File: config.mk
export PLATFORM = sky130hd
export DESIGN_NAME = adc_2ch_sched_flat
export DESIGN_NICKNAME = d
export VERILOG_FILES = /design/src/rtl/adc_2ch_sched_if.sv /design/src/rtl/adc_2ch_sched.sv /design/src/flat_wrapper.sv
export SDC_FILE = /design/constraint.sdc
export NUM_CORES = 1
export LEC_CHECK = 0
export BUFFER_PORTS_ARGS = -buffer_cell sky130_fd_sc_hd__buf_4
export CAP_MARGIN = 20
export CORE_MARGIN = 2
export CORE_UTILIZATION = 60
export DETAILED_ROUTE_END_ITERATION = 8
export PLACE_DENSITY = 0.85
export SYNTH_ARGS = -nofsm -noshare
export SYNTH_HDL_FRONTEND = slang
export SYNTH_SLANG_ARGS = --single-unit
export TNS_END_PERCENT = 100
File: constraint.sdc
create_clock -name clk_i -period 3.95 [get_ports clk_i]
set_input_delay 0.1975 -clock clk_i [delete_from_list [all_inputs] [get_ports clk_i]]
set_output_delay 0.1975 -clock clk_i [all_outputs]
set_load 0.1 [all_outputs]
File: src/rtl/adc_2ch_sched_if.sv
// SPI write/read engine link: start strobe, command and divider out; result and end-of-conversion back.
interface adc_2ch_sched_if;
  logic        strc;
  logic [7:0]  cmd;
  logic [7:0]  kmax;
  logic [11:0] dout;
  logic        eoc;

  modport master (output strc, output cmd, output kmax, input dout, input eoc);
  modport slave  (input strc, input cmd, input kmax, output dout, output eoc);
endinterface

File: src/rtl/adc_2ch_sched.sv
// Two-channel ADC conversion scheduler: frame timer, per-channel start/ack/convert sequence,
// per-channel result holding registers, sticky timeout and overrun flags.
module adc_2ch_sched #(
  parameter logic [7:0]  CMD_CH0 = 8'hD0,
  parameter logic [7:0]  CMD_CH1 = 8'hF0,
  parameter logic [7:0]  KMAX    = 8'd50,
  parameter logic [31:0] PERIOD  = 32'd100000,
  parameter logic [15:0] TIMEOUT = 16'd4095
) (
  input  logic            clk_i,
  input  logic            rst_i,
  input  logic            en_i,
  input  logic [1:0]      ch_mask_i,
  input  logic            clr_i,
  adc_2ch_sched_if.master spi,
  output logic [11:0]     ch0_data_o,
  output logic [11:0]     ch1_data_o,
  output logic            ch0_vld_o,
  output logic            ch1_vld_o,
  output logic            busy_o,
  output logic            err_o,
  output logic            ovr_o
);

  typedef enum logic [2:0] {ST_IDLE, ST_START, ST_ACK, ST_CONV, ST_GAP} state_t;

  state_t      state_r, state_nxt_s;
  logic [31:0] tmr_r;
  logic        tick_s;
  logic        sel_r, sel_nxt_s;
  logic        ch1_pend_r, ch1_pend_nxt_s;
  logic [15:0] wait_r, wait_nxt_s, wait_inc_s;
  logic        tmo_s, cap_s, ovr_set_s;
  logic        strc_r, busy_r, err_r, ovr_r;
  logic [7:0]  cmd_r;
  logic [11:0] ch0_data_r, ch1_data_r;
  logic        ch0_vld_r, ch1_vld_r;

  assign tick_s     = en_i && (tmr_r == (PERIOD - 32'd1));
  assign wait_inc_s = wait_r + 16'd1;
  assign ovr_set_s  = tick_s && (state_r != ST_IDLE);

  // Frame timer: free-runs while enabled, parked at zero otherwise.
  always_ff @(posedge clk_i) begin
    if (rst_i) begin
      tmr_r <= 32'd0;
    end else if (!en_i || tick_s) begin
      tmr_r <= 32'd0;
    end else begin
      tmr_r <= tmr_r + 32'd1;
    end
  end

  // Sequencer next state; ch1_pend marks ch1 still owed after ch0 in this frame.
  always_comb begin
    state_nxt_s    = state_r;
    sel_nxt_s      = sel_r;
    ch1_pend_nxt_s = ch1_pend_r;
    wait_nxt_s     = wait_inc_s;
    tmo_s          = 1'b0;
    cap_s          = 1'b0;
    case (state_r)
      ST_IDLE: begin
        if (tick_s && (ch_mask_i != 2'b00)) begin
          state_nxt_s    = ST_START;
          sel_nxt_s      = ~ch_mask_i[0];
          ch1_pend_nxt_s = ch_mask_i[0] & ch_mask_i[1];
        end else begin
          state_nxt_s = ST_IDLE;
        end
      end
      ST_START: begin
        state_nxt_s = ST_ACK;
        wait_nxt_s  = 16'd0;
      end
      ST_ACK: begin
        if (!spi.eoc) begin
          state_nxt_s = ST_CONV;
          wait_nxt_s  = 16'd0;
        end else if (wait_inc_s >= TIMEOUT) begin
          state_nxt_s = ST_GAP;
          tmo_s       = 1'b1;
        end else begin
          state_nxt_s = ST_ACK;
        end
      end
      ST_CONV: begin
        if (spi.eoc) begin
          state_nxt_s = ST_GAP;
          cap_s       = 1'b1;
        end else if (wait_inc_s >= TIMEOUT) begin
          state_nxt_s = ST_GAP;
          tmo_s       = 1'b1;
        end else begin
          state_nxt_s = ST_CONV;
        end
      end
      ST_GAP: begin
        if (ch1_pend_r) begin
          state_nxt_s    = ST_START;
          sel_nxt_s      = 1'b1;
          ch1_pend_nxt_s = 1'b0;
        end else begin
          state_nxt_s = ST_IDLE;
        end
      end
      default: begin
        state_nxt_s = ST_IDLE;
      end
    endcase
  end

  // Sequencer state and per-frame context.
  always_ff @(posedge clk_i) begin
    if (rst_i) begin
      state_r    <= ST_IDLE;
      sel_r      <= 1'b0;
      ch1_pend_r <= 1'b0;
      wait_r     <= 16'd0;
    end else begin
      state_r    <= state_nxt_s;
      sel_r      <= sel_nxt_s;
      ch1_pend_r <= ch1_pend_nxt_s;
      wait_r     <= wait_nxt_s;
    end
  end

  // Engine strobe/command and result registers, decoded from the next state so they align with it.
  always_ff @(posedge clk_i) begin
    if (rst_i) begin
      strc_r     <= 1'b0;
      busy_r     <= 1'b0;
      cmd_r      <= CMD_CH0;
      ch0_data_r <= 12'd0;
      ch1_data_r <= 12'd0;
      ch0_vld_r  <= 1'b0;
      ch1_vld_r  <= 1'b0;
    end else begin
      strc_r    <= (state_nxt_s == ST_START);
      busy_r    <= (state_nxt_s != ST_IDLE);
      ch0_vld_r <= cap_s && !sel_r;
      ch1_vld_r <= cap_s && sel_r;
      if (state_nxt_s == ST_START) begin
        cmd_r <= sel_nxt_s ? CMD_CH1 : CMD_CH0;
      end
      if (cap_s && !sel_r) begin
        ch0_data_r <= spi.dout;
      end
      if (cap_s && sel_r) begin
        ch1_data_r <= spi.dout;
      end
    end
  end

  // Sticky flags: a set event in the same cycle as clr_i keeps the flag high.
  always_ff @(posedge clk_i) begin
    if (rst_i) begin
      err_r <= 1'b0;
      ovr_r <= 1'b0;
    end else begin
      if (tmo_s) begin
        err_r <= 1'b1;
      end else if (clr_i) begin
        err_r <= 1'b0;
      end
      if (ovr_set_s) begin
        ovr_r <= 1'b1;
      end else if (clr_i) begin
        ovr_r <= 1'b0;
      end
    end
  end

  assign spi.strc   = strc_r;
  assign spi.cmd    = cmd_r;
  assign spi.kmax   = KMAX;
  assign ch0_data_o = ch0_data_r;
  assign ch1_data_o = ch1_data_r;
  assign ch0_vld_o  = ch0_vld_r;
  assign ch1_vld_o  = ch1_vld_r;
  assign busy_o     = busy_r;
  assign err_o      = err_r;
  assign ovr_o      = ovr_r;

endmodule
File: src/flat_wrapper.sv
// flat-port wrapper written by rule: the top's interface ports become plain ports
module adc_2ch_sched_flat 
#(
  parameter logic [7:0]  CMD_CH0 = 8'hD0,
  parameter logic [7:0]  CMD_CH1 = 8'hF0,
  parameter logic [7:0]  KMAX    = 8'd50,
  parameter logic [31:0] PERIOD  = 32'd100000,
  parameter logic [15:0] TIMEOUT = 16'd4095
)
  (clk_i, rst_i, en_i, ch_mask_i, clr_i, ch0_data_o, ch1_data_o, ch0_vld_o, ch1_vld_o, busy_o, err_o, ovr_o, spi_strc, spi_cmd, spi_kmax, spi_dout, spi_eoc);
  adc_2ch_sched_if spi_i ();
  input  logic clk_i;
  input  logic rst_i;
  input  logic en_i;
  input  logic [1:0] ch_mask_i;
  input  logic clr_i;
  output logic [11:0] ch0_data_o;
  output logic [11:0] ch1_data_o;
  output logic ch0_vld_o;
  output logic ch1_vld_o;
  output logic busy_o;
  output logic err_o;
  output logic ovr_o;
  output wire logic [$bits(spi_i.strc)-1:0] spi_strc;
  output wire logic [$bits(spi_i.cmd)-1:0] spi_cmd;
  output wire logic [$bits(spi_i.kmax)-1:0] spi_kmax;
  input wire logic [$bits(spi_i.dout)-1:0] spi_dout;
  input wire logic [$bits(spi_i.eoc)-1:0] spi_eoc;
  assign spi_strc = spi_i.strc;
  assign spi_cmd = spi_i.cmd;
  assign spi_kmax = spi_i.kmax;
  assign spi_i.dout = spi_dout;
  assign spi_i.eoc = spi_eoc;
  adc_2ch_sched #(.CMD_CH0(CMD_CH0), .CMD_CH1(CMD_CH1), .KMAX(KMAX), .PERIOD(PERIOD), .TIMEOUT(TIMEOUT)) u_core (.clk_i(clk_i), .rst_i(rst_i), .en_i(en_i), .ch_mask_i(ch_mask_i), .clr_i(clr_i), .spi(spi_i), .ch0_data_o(ch0_data_o), .ch1_data_o(ch1_data_o), .ch0_vld_o(ch0_vld_o), .ch1_vld_o(ch1_vld_o), .busy_o(busy_o), .err_o(err_o), .ovr_o(ovr_o));
endmodule
# --- Word level (Yosys, flattened, before mapping) ---
# Index checks and enable logic that the tools add are counted.
word_totals:
  inputBits: 19
  regBits: 91
  word_cells: 67
  output_inout_bits: 46
op_classes:
  bitwise: 2
  reduce_logical: 17
  magnitude_cmp: 1
  eq_ne: 7
  mux: 24
  n_addsub: 2
op_table:
  columns: ["operator", "n"]
  rows:
  - ["adder 32 x 1 -> 32 bit, second input constant", 1]
  - ["== test 32 x 17 -> 1 bit, second input constant", 1]
  - ["case mux 16 bit (2 select lines)", 1]
  - ["adder 16 x 1 -> 16 bit, second input constant", 1]
  - ["greater-or-equal comparator 16 x 12 -> 1 bit, second input constant", 1]
  - ["two-way mux 16 bit", 1]
  - ["case mux 3 bit (5 select lines)", 1]
  - ["two-way mux 1 bit", 13]
  - ["two-way mux 3 bit", 4]
  - ["nonzero test 2 bit", 4]
  - ["== test 3 x 1 -> 1 bit, second input constant", 2]
  - ["== test 3 x 2 -> 1 bit, second input constant", 2]
  - ["two-way mux 6 bit", 1]
  - ["case mux 1 bit (2 select lines)", 3]
  - ["nonzero test 3 bit", 2]
  - ["logical AND 1 bit", 5]
  - ["== test 3 bit, second input constant", 1]
  - ["logical NOT 3 bit", 1]
  - ["logical NOT 1 bit", 2]
  - ["!= test 2 x 1 -> 1 bit, second input constant", 1]
  - ["AND reduction 2 bit", 1]
  - ["OR reduction 2 bit", 1]
  - ["AND 1 bit", 1]
  - ["logical OR 1 bit", 1]
  - ["inverter 1 bit", 1]

# --- Depth between registers and ports, before layout ---
logic_depth:
  depth_word: 6
  ltp_mapped: 8
  ltp_nobuf: 7

# --- Least setup slack after synthesis ---
# OpenSTA, ideal clock, no wires.
synth_timing:
  kind: "register to register"
  from: "register u_core.wait_r[0]"
  to: "register u_core.err_r (netlist: u_core.err_o)"
  setup_slack_ps: 1698
  path_buffers: 1
  setup_ps: 101
  stages_incl_launch_ff: 9
  t_arrival_ps: 2151
  path_cell_list: "dfxtp_1 > ha_1 > clkbuf_1 > nand4_1 > nor4_1 > o221ai_1 > nor3_1 > nor2_1 > o41ai_1"
synth_via:
  elab_chain_len: 6
  word_cells_on_any_way: 8
  cone_classes: "add/sub (1); order compare (1); mux (5); reduce/logical (1)"
synth_lines:
  columns: ["item", "line_no", "text"]
  rows:
  - ["start, declared", "adc_2ch_sched.sv:32", "logic [15:0] wait_r, wait_nxt_s, wait_inc_s;"]
  - ["start signal, assigned", "adc_2ch_sched.sv:124", "wait_r <= wait_nxt_s;"]
  - ["adder 16 x 1 -> 16 bit (*)", "adc_2ch_sched.sv:40", "assign wait_inc_s = wait_r + 16'd1;"]
  - ["greater-or-equal comparator 16 x 12 -> 1 bit (*)", "adc_2ch_sched.sv:80, adc_2ch_sched.sv:91", null]
  - ["two-way mux 1 bit (*)", "adc_2ch_sched.sv:80, adc_2ch_sched.sv:91", null]
  - ["two-way mux 1 bit (on tied branches)", "adc_2ch_sched.sv:88, adc_2ch_sched.sv:77", null]
  - ["case mux 1 bit (2 select lines) (*)", "adc_2ch_sched.sv:62", "case (state_r)"]
  - ["two-way mux 1 bit / nonzero test 2 bit (equally long branches)", null, null]
  - ["end signal, assigned", "adc_2ch_sched.sv:158", "err_r <= 1'b0;"]
  - ["end signal, assigned", "adc_2ch_sched.sv:162", "err_r <= 1'b1;"]
  - ["end signal, assigned", "adc_2ch_sched.sv:164", "err_r <= 1'b0;"]
  - ["end, declared", "adc_2ch_sched.sv:34", "logic strc_r, busy_r, err_r, ovr_r;"]
# Mark *: on every way between the ends. The rest lies on a longest branch, timed or not.
# A chain may end at the register's enable or synchronous reset.

# --- Final worst setup path ---
layout_timing:
  from: "register u_core.tmr_r[21]"
  to: "register u_core.tmr_r[18]"
layout_via:
  elab_chain_len: 4
layout_lines:
  columns: ["item", "line_no", "text"]
  rows:
  - ["start, declared", "adc_2ch_sched.sv:28", "logic [31:0] tmr_r;"]
  - ["start signal, assigned", "adc_2ch_sched.sv:50", "tmr_r <= tmr_r + 32'd1;"]
  - ["== test 32 x 17 -> 1 bit", "adc_2ch_sched.sv:39", "assign tick_s = en_i && (tmr_r == (PERIOD - 32'd1));"]
  - ["logical AND 1 bit", "adc_2ch_sched.sv:39", null]
  - ["logical OR 1 bit", "adc_2ch_sched.sv:47", "end else if (!en_i || tick_s) begin"]
  - ["OR reduction 2 bit (no source line)", null, null]
# No other way between the ends.

==> summary by stage <==
Clock tree
The clock passes through at most 2 buffers. After clock tree synthesis, the clock-pin slew on the worst setup and hold paths is about 0.09 ns. Clock tree synthesis selected as its root buffer the cell sky130_fd_sc_hd__clkbuf_8. The CTS tree is built. The number of clock sinks is 84. The number of buffers inserted by hold repair at cts is 0. The deepest level of the CTS H-tree is 3.

Post-CTS timing repair inserted 0 buffers for setup. At the later pin of the worst-skew pair, clock insertion delay measures around 0.35 ns. The total of cells resized after clock tree synthesis is 0. Clock tree synthesis inserted a total of 9 buffers.

Timing
Setup repair after global routing left no endpoint under its margin. The peak clock frequency supported by timing is 374 MHz. The setup clock skew after layout is 0.0136 ns. Setup violations remaining at the end of the flow were counted as 0. The time the worst path needs with I/O delays and setup is ~2.7 ns. Headroom to the max-slew limit came out at around a quarter. The number of endpoints with negative hold slack in the final report was 0. The part of the cycle the worst path needs is between 60 and 70%. The post-route setup TNS is 0 ns. The max-slew violation total from the final report was 0. The actual transition at the worst max-transition pin is roughly 1.1 ns.

Logic synthesis
The fraction of the yosys area taken by sequential cells is between 40% and 50%. The biggest area contributor in the post-synthesis netlist is sky130_fd_sc_hd__dfxtp_1. The instance count of the mapped netlist is 428. The post-synthesis async set-or-reset flop share is 0%. In this run, synthesis inferred 0 flip-flops with an integrated enable. The synthesized design contains between 80 and 90 register bits. In the post-synthesis netlist, the biggest area contributors are sky130_fd_sc_hd__dfxtp_1 45%, sky130_fd_sc_hd__nor2_1 8.6%, sky130_fd_sc_hd__mux2i_1 6.9%.

For this run, the number of Yosys warnings is 0. The post-synthesis cell type count is ~50. Among all flip-flop cells after synthesis, the most frequent one is sky130_fd_sc_hd__dfxtp_1.

The top cell type by area accounts for about 45% of the synthesized area. The post-synthesis instance area is around 3800 um^2. The average instance in the mapped netlist occupies just under 9 um^2.

Floorplanning
The effective utilization at floorplan is ~63%. The die extent in x is between 80 and 90 um. In this run the core area contains 28 standard-cell rows. The die is roughly 83 um tall. The die covers slightly below 7000 um^2. The total area inside the core boundary comes to between 5000 and 6000 um^2. 65 I/O pins were placed.

Worst hold path
The cell depth of the worst hold path is 3. The beginning of the worst hold path is spi_dout[0]. The worst hold path terminates at u_core.ch1_data_o[0]. The type of the most critical hold path is in2reg.

Setup path
STA puts the critical path data required time at 4.15 ns. The reg-to-reg endpoint is u_core.tmr_r[18]. For flop-to-flop paths, the worst setup slack is about 1.3 ns. The peak fanout along the critical path is 32. The worst setup path is launched from a flip-flop. Counting cells, the worst reg-to-reg path comes to 5. The kind of end point of the critical path is a flip-flop. The data arrival at the endpoint of the critical path is roughly 2.9 ns.

The type of the setup path with the least slack is reg2reg. The worst register-to-register path begins at u_core.tmr_r[21].

Detailed routing
The per-cell routed wire length is ~13 um. The number of remaining DRC errors is 0. The routed design has about 7300 um of wire.

The detail route stage leaves a number of antenna-violating nets equal to 0. The routed via count is roughly 3,000. The vias per cell is approximately 5.5. The first-iteration detailed-routing DRC count is 89. The iteration count of the initial detailed-routing pass is 4.

Place
The congestion estimate from routability-driven global placement came to 0.784. During placement, the flow inserted port buffers numbering 49. After detailed placement, the total cell area comes to between 4000 and 5000 um^2. The estimated wirelength of the detail-placed design is between 5000 and 6000 um.

GRT
The via count of the first global-routing pass is 2,837. The initial antenna violation count is 0. Across every metal layer, demand over resource in global routing totals a little over a fifth. The pin count of the biggest net entering global routing is 37.

The global-route wire length before repair is around 12,000 um. For this run the aggregate overflow at the end of global routing stands at 0.

Final layout
The net count of the finished layout is between 400 and 500. The area growth from synthesis to layout is 14.3%. 0 antenna diodes ended up in the layout. The post-route cell area is ~4300 um^2. The fraction of layout cells with a size suffix above 1 is between 15 and 20%.

Pwr
The maximum vdd ir drop is about 250 uV. Power spread over the standard cell area amounts to 367 nW/um^2. The leakage power summed over all cells is between 1.5 and 2 nW. After layout, the design draws a total of 1.58 mW.

Job
Across the run, the number of max-cap violations was 0.

Status
The flow ran to the end, and the final reports show no timing, DRC or antenna violations.
[synth_stat cells (all sizes together) (3+ instances only)]
master / instances
nor2: 86
dfxtp: 84
xor2: 28
mux2i: 26
nand2: 26
nand3: 23
buf: 22
nor3: 11
xnor2: 11
a21oi: 10
clkbuf: 10
nand4: 10
and4: 8
inv: 8
and3: 6
nor4: 6
o21ai: 6
or3: 6
and2: 5
a21o: 3
a31oi: 3
ha: 3
or4: 3
[critical path: stages, from the launching register on]
cell	delay, ns
sky130_fd_sc_hd__dfxtp_1	0.36
sky130_fd_sc_hd__or4_1	0.54
sky130_fd_sc_hd__or4_4	0.51
sky130_fd_sc_hd__nor3_1	0.16
sky130_fd_sc_hd__or3_1	0.82
sky130_fd_sc_hd__nor2_1	0.12
[area by class of cell]
class                   instances  area, um^2
multi-input cells             317        1920
inverters                       8        30.0
clock inverters                 7        75.1
clock buffers                   9         124
repair buffers                 50         375
well taps                      75        93.8
fillers                       466        1700
flip-flops and latches         84        1680
[per-stage QoR]
stage | util (%) | instances | worst slack (ns) | hold WS (ns)
after floorplan | - | 441 | 1.70 | 0.341
after global placement | 68.4 | 534 | 1.39 | 0.425
after detailed placement | 68.4 | 534 | 1.31 | 0.439
after CTS | 71.7 | 550 | 1.29 | 0.0691
after global routing | 71.7 | 550 | 1.10 | 0.0702
final | 71.7 | 550 | 1.28 | 0.0757
[registers in the layout (all words and copies together), names as in the netlist, 3 cells and up]
register,flops
u_core.tmr_r,32
u_core.wait_r,16
u_core.ch0_data_o,12
u_core.ch1_data_o,12
u_core.state_r,3
[where the power goes]
part / switching, mW / internal, mW
logic: 0.0875 / 0.0192
clock network: 0.317 / 0.294
registers: 0.00819 / 0.850
[routing by layer]
layer | track usage [%] | vias to the layer above | part of all wire (%) | wire length, um
li1 | - | 1529 | - | -
met1 | 26.9 | 1442 | 45 | 3330
met2 | 37.3 | 59 | 50 | 3650
met3 | 4.37 | 10 | 3.1 | 231
met4 | 8.49 | 0 | 1.7 | 123
met5 | 0 | - | 0 | 0
[cell usage in the layout, fill, tap and decap left out, types with 3 or more instances in the layout]
cell                         synthesis  layout
sky130_fd_sc_hd__a21oi_1            10      10
sky130_fd_sc_hd__buf_4              15      50
sky130_fd_sc_hd__inv_1               8       8
sky130_fd_sc_hd__and4_1              7       7
sky130_fd_sc_hd__xor2_1             28      28
sky130_fd_sc_hd__nand3_1            23      23
sky130_fd_sc_hd__nor4_1              5       5
sky130_fd_sc_hd__a21o_1              3       3
sky130_fd_sc_hd__clkinvlp_4          0       3
sky130_fd_sc_hd__clkbuf_8            0       9
sky130_fd_sc_hd__and2_1              5       5
sky130_fd_sc_hd__dfxtp_1            84      84
sky130_fd_sc_hd__xnor2_1            11      11
sky130_fd_sc_hd__mux2i_1            26      26
sky130_fd_sc_hd__nor3_1             10      10
sky130_fd_sc_hd__and3_1              6       6
sky130_fd_sc_hd__nand2_1            26      26
sky130_fd_sc_hd__conb_1              2      15
sky130_fd_sc_hd__or3_1               6       6
sky130_fd_sc_hd__ha_1                3       3
sky130_fd_sc_hd__nand4_1            10      10
sky130_fd_sc_hd__o21ai_0             6       6
sky130_fd_sc_hd__nor2_1             86      86
[logic make-up after synthesis]
group                      Yosys count  synth area share (%)
xor gates and xnor gates            39                  9.09
muxes                               26                  6.92
DFF                                 84                  44.7
AOI/OAI and AO/OA                   37                  6.69
other                                2                 0.200
adders and majority gates            3                 0.999
and+or+nand+nor                    197                  25.8
buffers and inverters               40                  5.59
[how the worst max path moves through the flow]
stage	from	end	slack [ns]	cells after the start
global placement	u_core.tmr_r[21]	u_core.tmr_r[16]	1.39	5
CTS	u_core.tmr_r[21]	u_core.tmr_r[21]	1.29	5
floorplan	u_core.wait_r[0]	u_core.err_o	1.70	8
finish	u_core.tmr_r[21]	u_core.tmr_r[18]	1.28	5
global route	u_core.tmr_r[21]	u_core.tmr_r[4]	1.10	5
detailed placement	u_core.tmr_r[21]	u_core.tmr_r[15]	1.31	5
Note: power is estimated with default switching activity, not from simulation.
